$ cat src/rtl/cpu_pkg.sv
// Shared definitions for the pipelined MIPS cpu: the machine word type,
// the halt and NOP encodings, and the fetch-stage halt FSM state type.
package cpu_pkg;

    localparam int unsigned WORD_W = 32;

    typedef logic [WORD_W-1:0] word_t;

    localparam word_t HALT_WORD = 32'hffff_ffff;
    localparam word_t NOP_WORD  = 32'h0000_0000;

    typedef enum logic [1:0] {
        RUN   = 2'd0,
        DRAIN = 2'd1,
        DONE  = 2'd2
    } fetch_state_t;

endpackage

$ cat src/rtl/fetch_halt_fsm.sv
// Halt/drain sequencer for the fetch stage.
// Ports:
//   clk, rst_n    : clock, asynchronous active-low reset
//   halt_seen     : halt word sits in IF/ID and is not being flushed
//   freeze_c      : combinational; PC and IF/ID must hold this cycle
//   done          : registered; drain complete, held until reset
// DRAIN_CYCLES must be at least 1.
module fetch_halt_fsm
    import cpu_pkg::*;
#(
    parameter int unsigned DRAIN_CYCLES = 2
) (
    input  logic clk,
    input  logic rst_n,
    input  logic halt_seen,
    output logic freeze_c,
    output logic done
);

    localparam int unsigned CNT_W = (DRAIN_CYCLES > 1) ? $clog2(DRAIN_CYCLES) : 1;
    localparam logic [CNT_W-1:0] CNT_LAST = CNT_W'(DRAIN_CYCLES - 1);

    fetch_state_t     state_q, state_d;
    logic [CNT_W-1:0] cnt_q, cnt_d;
    logic             done_q, done_d;

    // State, drain counter and done flag registers
    always_ff @(posedge clk or negedge rst_n) begin
        if (!rst_n) begin
            state_q <= RUN;
            cnt_q   <= '0;
            done_q  <= 1'b0;
        end else begin
            state_q <= state_d;
            cnt_q   <= cnt_d;
            done_q  <= done_d;
        end
    end

    // Next state; the halt-detect edge already freezes so the halt word stays in IF/ID
    always_comb begin
        state_d  = state_q;
        cnt_d    = cnt_q;
        freeze_c = 1'b1;
        case (state_q)
            RUN: begin
                freeze_c = halt_seen;
                if (halt_seen) begin
                    cnt_d   = '0;
                    state_d = (CNT_LAST == '0) ? DONE : DRAIN;
                end
            end
            DRAIN: begin
                cnt_d = cnt_q + CNT_W'(1);
                if (cnt_d == CNT_LAST) begin
                    state_d = DONE;
                end
            end
            DONE: begin
                state_d = DONE;
            end
            default: begin
                state_d = RUN;
            end
        endcase
        done_d = (state_d == DONE);
    end

    assign done = done_q;

endmodule

$ cat src/rtl/fetch_stage.sv
// Instruction-fetch stage with IF/ID pipeline register and halt/drain logic.
// Ports:
//   CLOCK, RESET_N          : clock (rising edge), asynchronous active-low reset
//   imem_addr / imem_rdata  : instruction memory byte address (= PC) and word
//   stallF, flushD          : hazard-unit hold of PC+IF/ID, NOP insert into IF/ID
//   jumpD/pc_jumpD          : jump redirect and target
//   pc_srcD/pc_branchD      : taken-branch redirect and target
//   instructionD, pcplus4D  : IF/ID register contents
//   haltD                   : IF/ID holds the halt word
//   done                    : drain complete, held until reset
//   cycle_cnt, instr_cnt    : performance counters, built only when
//                             FETCH_PERF_CNT_EN is defined (else tied to 0)
module fetch_stage
    import cpu_pkg::WORD_W;
    import cpu_pkg::word_t;
    import cpu_pkg::NOP_WORD;
#(
    parameter word_t       RESET_PC     = 32'h0,
    parameter int unsigned IMEM_DEPTH   = 512,
    parameter word_t       HALT_WORD    = cpu_pkg::HALT_WORD,
    parameter int unsigned DRAIN_CYCLES = 2
) (
    input  logic              CLOCK,
    input  logic              RESET_N,
    output logic [WORD_W-1:0] imem_addr,
    input  logic [WORD_W-1:0] imem_rdata,
    input  logic              stallF,
    input  logic              flushD,
    input  logic              pc_srcD,
    input  logic [WORD_W-1:0] pc_branchD,
    input  logic              jumpD,
    input  logic [WORD_W-1:0] pc_jumpD,
    output logic [WORD_W-1:0] instructionD,
    output logic [WORD_W-1:0] pcplus4D,
    output logic              haltD,
    output logic              done,
    output logic [WORD_W-1:0] cycle_cnt,
    output logic [WORD_W-1:0] instr_cnt
);

    localparam logic [WORD_W-3:0] DEPTH_WORDS = (WORD_W-2)'(IMEM_DEPTH);
    localparam word_t             ALIGN_MASK  = 32'hffff_fffc;

    word_t pc_q, pc_d;
    word_t instr_q, instr_d;
    word_t pcp4_q, pcp4_d;
    word_t pc_plus4, fetch_word;
    logic  freeze_c, halt_seen;

    assign pc_plus4   = pc_q + 32'd4;
    // Fetching past the end of memory yields the halt word
    assign fetch_word = (pc_q[WORD_W-1:2] < DEPTH_WORDS) ? imem_rdata : HALT_WORD;
    assign haltD      = (instr_q == HALT_WORD);
    assign halt_seen  = haltD & ~flushD;

    fetch_halt_fsm #(
        .DRAIN_CYCLES(DRAIN_CYCLES)
    ) u_halt_fsm (
        .clk      (CLOCK),
        .rst_n    (RESET_N),
        .halt_seen(halt_seen),
        .freeze_c (freeze_c),
        .done     (done)
    );

    // Next PC and IF/ID contents
    always_comb begin
        pc_d    = pc_q;
        instr_d = instr_q;
        pcp4_d  = pcp4_q;
        if (!freeze_c && !stallF) begin
            if (jumpD) begin
                pc_d = pc_jumpD & ALIGN_MASK;
            end else if (pc_srcD) begin
                pc_d = pc_branchD & ALIGN_MASK;
            end else begin
                pc_d = pc_plus4;
            end
        end
        // Flush overrides stall and freeze
        if (flushD) begin
            instr_d = NOP_WORD;
            pcp4_d  = '0;
        end else if (!freeze_c && !stallF) begin
            instr_d = fetch_word;
            pcp4_d  = pc_plus4;
        end
    end

    // PC and IF/ID registers
    always_ff @(posedge CLOCK or negedge RESET_N) begin
        if (!RESET_N) begin
            pc_q    <= RESET_PC;
            instr_q <= NOP_WORD;
            pcp4_q  <= '0;
        end else begin
            pc_q    <= pc_d;
            instr_q <= instr_d;
            pcp4_q  <= pcp4_d;
        end
    end

    assign imem_addr    = pc_q;
    assign instructionD = instr_q;
    assign pcplus4D     = pcp4_q;

`ifdef FETCH_PERF_CNT_EN
    word_t cycle_q, instr_cnt_q;
    logic  load_c;

    assign load_c = ~flushD & ~freeze_c & ~stallF;

    // Performance counters, modulo 2^32
    always_ff @(posedge CLOCK or negedge RESET_N) begin
        if (!RESET_N) begin
            cycle_q     <= '0;
            instr_cnt_q <= '0;
        end else begin
            if (!done) begin
                cycle_q <= cycle_q + 32'd1;
            end
            if (load_c) begin
                instr_cnt_q <= instr_cnt_q + 32'd1;
            end
        end
    end

    assign cycle_cnt = cycle_q;
    assign instr_cnt = instr_cnt_q;
`else
    assign cycle_cnt = '0;
    assign instr_cnt = '0;
`endif

endmodule

$ cat config.mk
export PLATFORM = sky130hd
export DESIGN_NAME = fetch_stage
export DESIGN_NICKNAME = d
export VERILOG_FILES = /design/src/rtl/cpu_pkg.sv /design/src/rtl/fetch_halt_fsm.sv /design/src/rtl/fetch_stage.sv
export SDC_FILE = /design/constraint.sdc
export NUM_CORES = 1
export LEC_CHECK = 0
export ABC_AREA = 1
export CORE_UTILIZATION = 46
export DETAILED_ROUTE_END_ITERATION = 10
export GPL_ROUTABILITY_DRIVEN = 1
export PLACE_DENSITY = 0.87
export SKIP_LAST_GASP = 1
export SYNTH_ARGS = -nofsm -noshare
export SYNTH_HDL_FRONTEND = slang
export SYNTH_SLANG_ARGS = --single-unit
$ cat constraint.sdc
create_clock -name CLOCK -period 3 [get_ports CLOCK]
set_input_delay 0.6 -clock CLOCK [delete_from_list [all_inputs] [get_ports CLOCK]]
set_output_delay 0.6 -clock CLOCK [all_outputs]
set_load 0.005 [all_outputs]
==> metrics.txt <==
hold_ws=0.237 ns; most common cell after layout, fill and taps aside=nand2_1; Max rail drop VDD=0.203 mV; postcts setup bufs=0; slowest CP cell=clkdlybuf4s50_1; Largest stage delay, worst path=0.51 ns; most frequent cells in the layout=nand2_1 (353), clkdlybuf4s50_1 (192), nor2_1 (134); placer's final routability congestion estimate=0.949; CTS resizes=0; Critical Path Sink Type=output port; R2R Path Start=instructionD[27]; vias in the first global route=5589; worst min path class=in -> async; number of hold buffers added after cts=0; DRC violation count after routing=0; setup TNS=0 ns; clock root cell=clkbuf_16; top post-synthesis cells by area=dfrtp_1 (40%), nand2_1 (22%), buf_4 (8.5%), nor2_1 (8.4%), o21ai_0 (4.2%); 1st-iter DRT viols=505; final core utilization=0.640; CP Cell Sequence=nand2_1, nor2_1, nand2_1, nor2_1, nand2_1, inv_1, clkdlybuf4s50_1; RSZ-0062 raised after global routing=no; Tmin final=2.51 ns; CP startpoint kind=flop; Power, Total=2.94 mW; largest net degree at the start of global routing=57; status=complete, no violations; Netlist cell types=29; post-DR wirelength/cell=13.6 um; global-route wire length before repair=26800 um; setup violators final=0; Sink Count=97; Slew headroom=0.635; yosys warns=0; core area=12700 um^2; CTS max path bufs=2; number of synthesized register bits=97; worst skew pair latency=0.33 ns; initial antenna violation count=0; HPWL after DPL=13300 um; average size of a mapped cell=6.66 um^2; Crit Path Category=reg -> out; io pins=264; Via-to-Cell Ratio=4.86; DR vias=6097; highest clock rate=398 MHz; Nets=1182; most used cell, CP=nand2_1; clk slew on worst S/H paths=0.07 ns; register area share after synthesis=0.404; max cap viols=0; Pwr Density=363 nW/um^2; Synth top area share=0.404; synth-to-layout area growth=35.1%; # rows=41; drt pass-1 iters=5; Die Wd=116 um; Final Cycle Share=0.838; WL final=17100 um; CP arrival=1.91 ns; crit path launch=instructionD[27]; Leak=4.07 nW; area of the mapped netlist=6000 um^2; die area=13500 um^2; # diodes=0; worst clock skew=0.00639 ns; gr usage total=0.256; Port Buffers=193; Final ANT Viol Nets=0; area leader, netlist=dfrtp_1; CP required=2.40 ns; CTS tree=yes; Max FO, Critical Path=3; final hold vios=0; htree depth=3; Mapped Cells=901; Slew @ Worst Pin=0.546 ns; GRT overflow=0; Initial Util=0.474; Chip Height=116 um; layout cells sized above 1=0.0425; TritonCTS Buffers=9; Max Transition Viols Final=0
[sequential cells by signal, summed over array words and instances, names as in the netlist]
signal              count
pcplus4D               31
u_halt_fsm.state_q      2
instructionD           32
u_halt_fsm.done         1
imem_addr              30
u_halt_fsm.cnt_q        1
[per-stage QoR]
step	std cells	instance area [um^2]	worst slack, ns
after floorplan	966	6250	1.49
after global placement	1240	7830	0.561
after detailed placement	1240	7830	0.508
after CTS	1255	8110	0.490
after global routing	1255	8110	0.318
final	1255	8110	0.486
[routing by layer]
| metal | GRT usage | vias up | share of wire |
|---|---|---|---|
| li1 | - | 3003 | - |
| met1 | 0.316 | 2787 | 0.41 |
| met2 | 0.438 | 275 | 0.48 |
| met3 | 0.0529 | 32 | 0.082 |
| met4 | 0.101 | 0 | 0.023 |
| met5 | 0 | - | 0 |
[where the power goes]
| group | total, mW | switching [mW] | internal [mW] |
|---|---|---|---|
| logic | 0.454 | 0.222 | 0.231 |
| clock network | 1.10 | 0.478 | 0.625 |
| registers | 1.38 | 0.0496 | 1.34 |
| total | 2.94 | 0.750 | 2.19 |
[logic make-up (layout without fill, tap and decap cells)]
group / count (synthesis) / after routing / share of synthesized area
XOR/XNOR: 5 / 5 / 0.00730
AND/OR/NAND/NOR: 545 / 545 / 0.359
other: 1 / 66 / 0.000625
buffers and inverters: 166 / 283 / 0.154
AO/OA/AOI/OAI: 86 / 86 / 0.0732
flip-flops: 97 / 97 / 0.404
adder cells (fa/ha/maj): 1 / 1 / 0.00208
[Yosys cell counts]
master and n:
nand3_1 35, nor2_2 2, buf_2 10, o22ai_1 6, inv_2 5, nand2_2 11, buf_8 2, buf_6 1
inv_1 59, nor4_1 1, nand3_2 1, a31oi_1 1, nor3_1 2, a21oi_1 19, o21ai_1 10, dfrtp_1 97
conb_1 1, o21ai_0 50, nand2_1 353, buf_4 68, nand4_1 4, ha_1 1, nand3b_1 1, clkinv_2 1
xor2_1 3, xnor2_1 2, nand2_4 1, clkbuf_1 20, nor2_1 134
[path summary, 6_finish.rpt]
kind | end | slack [ns] | cells after the start
max | haltD | 0.49 | 7
min | instructionD[4] | 0.24 | 1
max reg2reg | imem_addr[6] | 0.83 | 10
min reg2reg | pcplus4D[16] | 0.47 | 2
max in group asynchronous | imem_addr[7] | 2.07 | 2
min in group CLOCK | pcplus4D[16] | 0.47 | 2
[cell type report]
cell class | count | area (um^2)
Inverter | 65 | 245
Clock buffer | 13 | 270
Multi-Input combinational cell | 703 | 2900
Clock inverter | 2 | 12.5
Timing Repair Buffer | 203 | 2040
Fill cell | 1154 | 4560
Sequential cell | 97 | 2430
Tap cell | 172 | 215
[critical path: cells and delay by family, from the launching register on]
family | cells | cell delay [ns]
DFF | 1 | 0.42
and+or+nand+nor | 5 | 0.60
buffers and inverters | 2 | 0.58
(Power assumes the default switching activity.)
